==> src/rtl/nes_video_timing.sv <==
// nes_video_timing: 640x480 raster timing with a 2x-scaled, horizontally centred NES window.
// Reads the framebuffer during the window and emits aligned, fully registered RGB/hsync/vsync/vde.
module nes_video_timing #(
  parameter int   H_ACTIVE  = 640,
  parameter int   H_FP      = 16,
  parameter int   H_SYNC    = 96,
  parameter int   H_BP      = 48,
  parameter int   V_ACTIVE  = 480,
  parameter int   V_FP      = 10,
  parameter int   V_SYNC    = 2,
  parameter int   V_BP      = 33,
  parameter logic HSYNC_POL = 1'b0,
  parameter logic VSYNC_POL = 1'b0,
  parameter int   WIN_X0    = 64
) (
  input  logic        clkx1in,
  input  logic        reset_n,
  input  logic [23:0] border_rgb,
  output logic        pix_rd_en,
  output logic [7:0]  pix_rd_x,
  output logic [7:0]  pix_rd_y,
  input  logic [23:0] pix_rd_data,
  output logic [7:0]  red_out,
  output logic [7:0]  green_out,
  output logic [7:0]  blue_out,
  output logic        hsync,
  output logic        vsync,
  output logic        vde,
  output logic        frame_start
);
  localparam logic [9:0] H_LAST = 10'(H_ACTIVE + H_FP + H_SYNC + H_BP - 1);
  localparam logic [9:0] V_LAST = 10'(V_ACTIVE + V_FP + V_SYNC + V_BP - 1);
  localparam logic [9:0] HA     = 10'(H_ACTIVE);
  localparam logic [9:0] VA     = 10'(V_ACTIVE);
  localparam logic [9:0] HS0    = 10'(H_ACTIVE + H_FP);
  localparam logic [9:0] HS1    = 10'(H_ACTIVE + H_FP + H_SYNC);
  localparam logic [9:0] VS0    = 10'(V_ACTIVE + V_FP);
  localparam logic [9:0] VS1    = 10'(V_ACTIVE + V_FP + V_SYNC);
  localparam logic [9:0] WX0    = 10'(WIN_X0);
  localparam logic [9:0] WX1    = 10'(WIN_X0 + 512);

  if (WIN_X0 + 512 > H_ACTIVE || V_ACTIVE != 480) begin : g_bad_params
    $error("nes_video_timing: NES window does not fit the active raster");
  end

  logic [9:0] hc, vc;
  logic       act, win, hs, vs;
  logic       act1, win1, hs1, vs1;

  always_ff @(posedge clkx1in or negedge reset_n)
    if (!reset_n) begin
      hc          <= H_LAST;
      vc          <= V_LAST;
      frame_start <= 1'b0;
    end else begin
      hc          <= hc == H_LAST ? '0 : hc + 10'd1;
      if (hc == H_LAST) vc <= vc == V_LAST ? '0 : vc + 10'd1;
      frame_start <= hc == H_LAST && vc == V_LAST;
    end

  assign act       = hc < HA && vc < VA;
  assign win       = act && hc >= WX0 && hc < WX1;
  assign hs        = hc >= HS0 && hc < HS1;
  assign vs        = vc >= VS0 && vc < VS1;
  assign pix_rd_en = win;
  assign pix_rd_x  = win ? 8'((hc - WX0) >> 1) : '0;
  assign pix_rd_y  = win ? 8'(vc >> 1) : '0;

  // Decode is delayed one stage so it lines up with the synchronous RAM read data
  always_ff @(posedge clkx1in or negedge reset_n)
    if (!reset_n) begin
      {act1, win1, hs1, vs1}           <= '0;
      vde                              <= 1'b0;
      hsync                            <= ~HSYNC_POL;
      vsync                            <= ~VSYNC_POL;
      {red_out, green_out, blue_out}   <= '0;
    end else begin
      {act1, win1, hs1, vs1}           <= {act, win, hs, vs};
      vde                              <= act1;
      hsync                            <= hs1 ? HSYNC_POL : ~HSYNC_POL;
      vsync                            <= vs1 ? VSYNC_POL : ~VSYNC_POL;
      {red_out, green_out, blue_out}   <= win1 ? pix_rd_data : act1 ? border_rgb : '0;
    end
endmodule
==> config.mk <==
export PLATFORM = sky130hd
export DESIGN_NAME = nes_video_timing
export DESIGN_NICKNAME = d
export VERILOG_FILES = /design/src/rtl/nes_video_timing.sv
export SDC_FILE = /design/constraint.sdc
export NUM_CORES = 1
export LEC_CHECK = 0
export ABC_AREA = 1
export BUFFER_PORTS_ARGS = -buffer_cell sky130_fd_sc_hd__buf_2
export CAP_MARGIN = 40
export CORE_MARGIN = 1
export CORE_UTILIZATION = 41
export DETAILED_ROUTE_END_ITERATION = 10
export MAX_ROUTING_LAYER = met4
export PLACE_DENSITY_LB_ADDON = 0.08
export SETUP_SLACK_MARGIN = 0.2
export SYNTH_ARGS = -nofsm -noshare
export SYNTH_HDL_FRONTEND = slang
export SYNTH_SLANG_ARGS = --single-unit
==> constraint.sdc <==
create_clock -name clkx1in -period 2.9 [get_ports clkx1in]
set_clock_uncertainty 0.2 [all_clocks]
set_input_delay 0.58 -clock clkx1in [delete_from_list [all_inputs] [get_ports clkx1in]]
set_output_delay 0.58 -clock clkx1in [all_outputs]
set_load 0.02 [all_outputs]
==> impl_metrics.yaml, run 1 <==
critical_path:
  path_delay_family: "buffers and inverters"
  crit_start: "hc[7]$_DFF_PN0_"
  crit_buf_inv: 4
  reg2reg_to: "green_out[1]$_DFF_PN0_"
  r2r_cells: 3
  critPathMaxFanout: 11
  path_depth: 8
  rrSetupSlack_ns: 0.83
  r2r-start: "win1$_DFF_PN0_"
  max_stage_delay_ns: 0.45
  critPathKind: "flip-flop to primary output"
  end_kind: "primary output"
  cp-endpoint: "pix_rd_x[0]"
  start_kind: "flip-flop"
  crit_slowest_cell: "dfrtp_2"
  crit_chain: "inv_2, ha_1, inv_1, o21ai_2, nand3_4, buf_12, nor2_1, buf_2"
  arrival_ns: 1.80
  crit_required_ns: 2.12
finish:
  final_common_cell: "buf_2"
  final_cell_area_um2: 3380
  area_growth_pct: 25.3
  drive_gt1_share_pct: 37.5
  postLayoutCoreUtil_pct: 53.2
  num-nets-final: 461
  most-common-layout-cells: "buf_2 (94), nand2_1 (76), dfrtp_1 (38), nand3_1 (36), inv_1 (32)"
  antenna_cells: 0
clock_network:
  cts_buffer_depth: 2
  clk_pin_slew_ns: 0.10
  cts-root-buf: "clkbuf_8"
  postCtsHoldBufs: 0
  cts_tree: "done"
  clock-sinks: 52
  numCtsBuffers: 5
  cts_max_level: 2
  insertion_delay_ns: 0.30
grt:
  gr-total-overflow: 0
  grt_pass1_vias: 2079
  grt_pass1_wl_um: 10000
  grt_usage_pct: 18.4
  grt_max_degree: 53
  antenna_found_initial: 0
floorplan:
  start_util_pct: 42.4
  rows: 29
  die_y_um: 83.1
  dieArea_um2: 6900
  fp.dieW_um: 83.1
  core_um2: 6350
  ios: 95
synthesis:
  synth_area_leaders: "dfrtp_1 (37%), dfstp_2 (12%), nand2_1 (11%), nand3_1 (6.7%), nor2_4 (5.4%)"
  ys_warn_count: 0
  yosysSeqAreaShare_pct: 48.8
  synth.distinct_cells: 28
  synth_area_leader_cell: "dfrtp_1"
  synthesis.area_um2: 2700
  syn_nets: 367
  synth_top_area_share_pct: 37.1
  synth-seq-cells: 52
  postSynthCellCount: 308
  syn_avg_cell_area_um2: 8.75
power:
  p_total_mw: 1.38
  p_clk_share_pct: 38.3
  p_int_mw: 1.07
  p_leak_nw: 1.77
  peakVddDrop_mv: 0.204
  p_comb_share_pct: 7.7
  power_per_cell_area_nw_per_um2: 409
  p_seq_share_pct: 54.0
  swShare_pct: 22.5
  p_switching_mw: 0.310
drt:
  drtIter0Drc: 64
  wire_per_inst_um: 12.5
  first_pass_iters: 7
  drc: 2
  vias_per_cell: 4.73
  num_vias: 2270
  routed_wl_um: 6010
  drtAntennaViolNets: 0
status:
  violations: "design-rule violations"
  run_status: "complete, but fails checks"
sta:
  min_period_ns: 2.58
  timing.fmax_ghz: 0.388
  report.final.hold_viol_count: 0
  tightest_slew_ns: 0.854
  setup_violations: 0
  finalCritPeriodShare_pct: 88.8
  maxSlewHeadroom_pct: 43.1
  rsz0062_at_grt: "no"
  fin_setup_tns_ns: 0
  slew_viol_final: 0
placed_design:
  io_buffer_count: 94
  placed_area_um2: 3220
  dpl.hpwl_um: 4210
  place_congestion: 0.873
flow_run:
  max_cap_viol_count: 0
worst_hold_path:
  hp-class: "input pin to async pin"
[kinds of logic after synthesis]
logic type      count (synthesis)  synth area share [%]
flops                          52                  48.8
xor+xnor                        6                  1.95
simple gates                  177                  33.9
compound gates                 17                  3.30
fa+ha+maj                       9                  4.18
buf+inv                        47                  7.85
[sequential cells by signal, indices dropped and copies added, names as in the netlist]
name and flops:
act1 1, blue_out 8, frame_start 1, green_out 8
hc 10, hs1 1, hsync 1, red_out 8
vc 10, vde 1, vs1 1, vsync 1
win1 1
[per-layer routing]
metal	GRT usage, %	wire length (um)	vias to the layer above	part of all wire, %
li1	-	-	1150	-
met1	25.6	2820	1024	47
met2	27.4	2730	92	45
met3	4.17	421	4	7.0
met4	4.23	40	0	0.67
met5	-	0	-	0
[cells in the mapped netlist]
| master | number |
|---|---|
| clkbuf_1 | 6 |
| xnor2_1 | 1 |
| buf_8 | 1 |
| nand4_1 | 3 |
| nand3_2 | 2 |
| xor2_1 | 5 |
| nand2_4 | 2 |
| nand3b_1 | 1 |
| o21ai_0 | 10 |
| nor2_2 | 3 |
| buf_6 | 3 |
| nor2_4 | 13 |
| inv_1 | 34 |
| inv_2 | 2 |
| o21ai_2 | 1 |
| dfrtp_1 | 40 |
| nand3_4 | 2 |
| nand2_1 | 76 |
| nor2_8 | 1 |
| nand3_1 | 36 |
| ha_1 | 9 |
| nor4_1 | 2 |
| nor2_1 | 28 |
| dfstp_2 | 12 |
| nand2_2 | 1 |
| nor3_1 | 7 |
| a21oi_1 | 6 |
| buf_2 | 1 |
[power by group through the flow]
stage / combinational (mW) / sequential [mW] / clock, mW
final: 0.106 / 0.746 / 0.529
after global routing: 0.118 / 0.747 / 0.582
after CTS: 0.109 / 0.746 / 0.552
after detailed placement: 0.108 / 0.760 / 0
after global placement: 0.109 / 0.759 / 0
after floorplan: 0.0148 / 0.783 / 0
[through the flow]
step,worst slack (ns),cells,hold slack (ns)
global placement,0.457,471,0.140
CTS,0.183,479,0.0568
global route,0.195,480,0.0525
floorplan,0.598,308,0.0844
finish,0.323,480,0.0528
detailed placement,0.400,471,0.151
[worst min-delay path by stage]
stage / start / to / slack [ns] / cells after the start
2_1_floorplan: reset_n / act1$_DFF_PN0_ / 0.08 / 0
3_3_place_gp: vs1$_DFF_PN0_ / vsync$_DFF_PN1_ / 0.14 / 1
3_5_place_dp: vs1$_DFF_PN0_ / vsync$_DFF_PN1_ / 0.15 / 1
4_1_cts: reset_n / blue_out[7]$_DFF_PN0_ / 0.06 / 2
5_1_grt: reset_n / blue_out[7]$_DFF_PN0_ / 0.05 / 2
6_report: reset_n / blue_out[5]$_DFF_PN0_ / 0.05 / 2
[area by class of cell]
cell class	count	area, um2
multi-input cells	209	1180
fillers	608	2970
clock inverters	2	38.8
flip-flops and latches	52	1320
clock buffers	6	82.6
inverters	36	135
repair buffers	98	529
well taps	77	96.3
[repair_timing]
| item | CTS | global route |
|---|---|---|
| endpoints found under the setup margin | 17 | 17 |
| gates resized for setup | 4 | 7 |
| buffers inserted | 0 | 1 |
No activity file was read; power rests on OpenSTA's default activity.
==> inputs of run 2 (changes only) <==
--- a/config.mk
+++ b/config.mk
@@ -8,11 +8,12 @@
 export ABC_AREA = 1
 export BUFFER_PORTS_ARGS = -buffer_cell sky130_fd_sc_hd__buf_2
 export CAP_MARGIN = 40
+export CORE_ASPECT_RATIO = 1.5
 export CORE_MARGIN = 1
 export CORE_UTILIZATION = 41
 export DETAILED_ROUTE_END_ITERATION = 10
 export MAX_ROUTING_LAYER = met4
-export PLACE_DENSITY_LB_ADDON = 0.08
+export PLACE_DENSITY = 0.67
 export SETUP_SLACK_MARGIN = 0.2
 export SYNTH_ARGS = -nofsm -noshare
 export SYNTH_HDL_FRONTEND = slang
==> impl_metrics.yaml, run 2 (synthesis results as in run 1) <==
clock_network:
  clock-sinks: 52
  cts-root-buf: "clkbuf_8"
  clk_pin_slew_ns: 0.10
  cts_tree: "done"
  cts_max_level: 2
  postCtsHoldBufs: 0
  cts_buffer_depth: 2
  insertion_delay_ns: 0.31
  numCtsBuffers: 5
finish:
  drive_gt1_share_pct: 37.8
  multi_input_area_um2: 1180
  num-nets-final: 463
  area_growth_pct: 25.3
  fill_cells: 604
  regArea_um2: 1320
  most-common-layout-cells: "buf_2 (93), nand2_1 (76), dfrtp_1 (38), nand3_1 (36), inv_1 (32)"
  reg_top3: "hc: 10 flops, vc: 10 flops"
  final_common_cell: "buf_2"
  antenna_cells: 0
drt:
  first_pass_iters: 4
  vias_per_cell: 4.80
  routed_wl_um: 6060
  drtIter0Drc: 100
  wire_per_inst_um: 12.6
  num_vias: 2299
  drc: 0
  drtAntennaViolNets: 0
floorplan:
  core_um2: 6260
  fp.dieW_um: 68.2
  rows: 35
  dieArea_um2: 6910
  die_y_um: 101
  ios: 95
  start_util_pct: 43.0
power:
  peakVddDrop_mv: 0.243
  power_per_cell_area_nw_per_um2: 402
  p_total_mw: 1.36
  p_leak_nw: 1.77
critical_path:
  critPathKind: "flip-flop to primary output"
  critPathMaxFanout: 8
  crit_slowest_cell: "dfrtp_2"
  end_kind: "primary output"
  arrival_ns: 1.81
  crit_required_ns: 2.12
  path_delay_family: "buffers and inverters"
  crit_chain: "inv_2, ha_1, inv_1, o21ai_2, nand3_4, buf_12, nor2_1, buf_2"
  crit_buf_inv: 4
  max_stage_delay_ns: 0.43
  start_kind: "flip-flop"
placed_design:
  io_buffer_count: 94
  place_congestion: 0.846
  dpl.hpwl_um: 4500
worst_hold_path:
  hp-class: "flip-flop to flip-flop"
flow_run:
  max_cap_viol_count: 0
sta:
  rsz0062_at_grt: "no"
  slew_viol_final: 0
  tightest_slew_ns: 0.796
  timing.fmax_ghz: 0.386
  min_period_ns: 2.59
  fin_setup_tns_ns: 0
  finalCritPeriodShare_pct: 89.3
  report.final.hold_viol_count: 0
  setup_violations: 0
  maxSlewHeadroom_pct: 46.9
grt:
  gr-total-overflow: 0
  grt_pass1_wl_um: 9170
  grt_max_degree: 53
  antenna_found_initial: 0
  grt_usage_pct: 18.1
  grt_pass1_vias: 2051
status:
  run_status: "completed"
[run 2: power by group]
| part | switching, mW | internal, mW | total [mW] |
|---|---|---|---|
| sequential | 0.00457 | 0.742 | 0.747 |
| clock | 0.247 | 0.260 | 0.508 |
| combinational | 0.0591 | 0.0438 | 0.103 |
| total | 0.311 | 1.05 | 1.36 |
[run 2: final timing paths]
kind / startpoint / to / slack, ns / cells past startpoint
setup / recovery: hc[6]$_DFF_PN0_ / pix_rd_y[7] / 0.31 / 8
hold / removal: vs1$_DFF_PN0_ / vsync$_DFF_PN1_ / 0.16 / 1
setup reg to reg: win1$_DFF_PN0_ / red_out[2]$_DFF_PN0_ / 0.84 / 3
hold reg to reg: vs1$_DFF_PN0_ / vsync$_DFF_PN1_ / 0.16 / 1
max in group asynchronous: reset_n / hc[7]$_DFF_PN0_ / 1.86 / 2
min in group asynchronous: reset_n / red_out[0]$_DFF_PN0_ / 0.18 / 2
[run 2: routing by layer]
metal	wire [um]	up-vias	track usage [%]
met1	2440	1056	19.5
li1	-	1155	-
met3	409	7	3.72
met5	0	-	-
met2	3130	81	32.3
met4	77	0	5.29
[run 2: through the flow]
step	hold slack (ns)	instance area, um2	util, %	worst slack (ns)	instances
3_3_place_gp	0.138	3200	51.2	0.457	468
2_1_floorplan	0.0844	2700	-	0.598	308
3_5_place_dp	0.145	3200	51.2	0.378	468
5_1_grt	0.183	3380	53.9	0.193	479
6_report	0.160	3380	53.9	0.311	479
4_1_cts	0.162	3330	53.1	0.168	476
[run 2: final cells by class]
cell class / instances / share of cell area (%)
repair buffers: 100 / 15.9
clock buffers: 5 / 2.04
inverters: 36 / 4.00
well taps: 74 / 2.74
clock inverters: 3 / 1.37
multi-input cells: 209 / 34.8
flip-flops and latches: 52 / 39.1
[run 2: repair_timing]
| action | 4_1_cts | 5_1_grt |
|---|---|---|
| endpoints found under the setup margin | 17 | 17 |
| buffers inserted | 0 | 3 |
| resized for setup | 5 | 8 |
==> inputs of run 3 (changes only) <==
==> constraint.sdc (replaced) <==
create_clock -name clkx1in -period 2.9 [get_ports clkx1in]
set_clock_uncertainty 0.2 [all_clocks]
set_input_delay 0 -clock clkx1in [delete_from_list [all_inputs] [get_ports clkx1in]]
set_output_delay 0 -clock clkx1in [all_outputs]
set_load 0.02 [all_outputs]
==> impl_metrics.yaml, run 3 (synthesis results as in run 1) <==
drt:
  routed_wl_um: 7030
  drtIter0Drc: 108
  num_vias: 2517
  drtAntennaViolNets: 0
  drc: 0
  wire_per_inst_um: 13.4
  first_pass_iters: 4
  vias_per_cell: 4.80
floorplan:
  start_util_pct: 43.0
  die_y_um: 101
  rows: 35
  core_um2: 6260
  fp.dieW_um: 68.2
  ios: 95
  dieArea_um2: 6910
critical_path:
  arrival_ns: 2.24
  worst_path_most_repeated_cell: "inv_1"
  critPathKind: "flip-flop to primary output"
  start_kind: "flip-flop"
  critPathMaxFanout: 17
  crit_buf_inv: 3
  end_kind: "primary output"
  crit_slowest_cell: "dfrtp_1"
  crit_chain: "inv_1, ha_1, inv_1, o21ai_0, nand3_4, nor2_1, buf_2"
  crit_required_ns: 2.70
  path_delay_family: "simple AND/OR/NAND/NOR gates"
  max_stage_delay_ns: 0.46
finish:
  fill_cells: 536
  drive_gt1_share_pct: 31.8
  reg_top3: "hc: 10 flops, vc: 10 flops"
  multi_input_area_um2: 1170
  most-common-layout-cells: "buf_2 (94), nand2_1 (76), dlygate4sd3_1 (49), dfrtp_1 (39), nand3_1 (36)"
  num-nets-final: 508
  final_common_cell: "buf_2"
  antenna_cells: 0
  final_cells: 524
  regArea_um2: 1320
  area_growth_pct: 40.0
grt:
  grt_pass1_vias: 2319
  grt_max_degree: 35
  gr-total-overflow: 0
  grt_usage_pct: 21.0
  antenna_found_initial: 0
  grt_pass1_wl_um: 10500
sta:
  slew_viol_final: 0
  tightest_slew_ns: 0.861
  post-route-worst-setup-slack_ns: 0.461
  report.final.hold_viol_count: 0
  fin_setup_tns_ns: 0
  finalCritPeriodShare_pct: 84.1
  timing.fmax_ghz: 0.410
  rsz0062_at_grt: "no"
  maxSlewHeadroom_pct: 42.6
  setup_violations: 0
  min_period_ns: 2.44
power:
  p_leak_nw: 1.93
  power_per_cell_area_nw_per_um2: 346
  peakVddDrop_mv: 0.235
  p_total_mw: 1.31
placed_design:
  place_congestion: 0.901
  pre_cts_ws_ns: 0.762
  io_buffer_count: 94
  placed_cells: 467
  dpl.hpwl_um: 4630
clock_network:
  cts_tree: "done"
  numCtsBuffers: 5
  clock-sinks: 52
  cts_max_level: 2
  cts_buffer_depth: 2
  insertion_delay_ns: 0.30
  cts-root-buf: "clkbuf_8"
  clk_pin_slew_ns: 0.09
status:
  run_status: "completed"
flow_run:
  max_cap_viol_count: 0
worst_hold_path:
  hp-class: "input pin to async pin"
run 3: area by class of cell:
type	instances	share of cell area, %
clock inverters	2	0.332
flip-flops and latches	52	34.9
multi-input cells	209	30.9
repair buffers	145	25.9
clock buffers	6	1.92
well taps	74	2.45
inverters	36	3.58
run 3: timing repair:
action | in CTS | in global routing
hold buffers | 49 | 0
setup buffers | 0 | 0
endpoints found under the setup margin | 0 | 23
hold endpoints to repair | 52 | 0
resized for setup | 0 | 1
run 3: through the flow:
| step | cell area (um2) | utilization, % | hold slack (ns) |
|---|---|---|---|
| 2_1_floorplan | 2700 | - | -0.496 |
| 3_3_place_gp | 3200 | 51.0 | -0.0830 |
| 3_5_place_dp | 3200 | 51.0 | -0.0792 |
| 4_1_cts | 3770 | 60.2 | 0.127 |
| 5_1_grt | 3770 | 60.3 | 0.177 |
| 6_report | 3770 | 60.3 | 0.118 |
run 3: path summary, 6_finish.rpt:
path | start | to | slack (ns) | depth (start not counted)
worst max-delay path | hc[6]$_DFF_PN0_ | pix_rd_y[7] | 0.46 | 7
worst min-delay path | reset_n | vc[0]$_DFFE_PN0N_ | 0.12 | 2
worst max register to register | win1$_DFF_PN0_ | green_out[5]$_DFF_PN0_ | 0.56 | 4
worst min register to register | hs1$_DFF_PN0_ | hsync$_DFF_PN1_ | 0.16 | 1
max in group asynchronous | reset_n | hc[3]$_DFF_PN1_ | 1.66 | 3
min in group clkx1in | hs1$_DFF_PN0_ | hsync$_DFF_PN1_ | 0.16 | 1
run 3: power breakdown:
part | total, mW | internal (mW) | switching, mW
clock | 0.398 | 0.169 | 0.228
combinational | 0.161 | 0.0878 | 0.0727
sequential | 0.747 | 0.742 | 0.00494
total | 1.31 | 0.999 | 0.306
run 3: per-layer routing:
metal  global-route usage (%)  part of all wire (%)  vias to the layer above
li1                         -                     -                     1246
met4                     5.77                   1.2                        0
met1                     22.3                    40                     1170
met3                     3.60                   5.4                        9
met2                     38.5                    53                       92
met5                        -                     0                        -
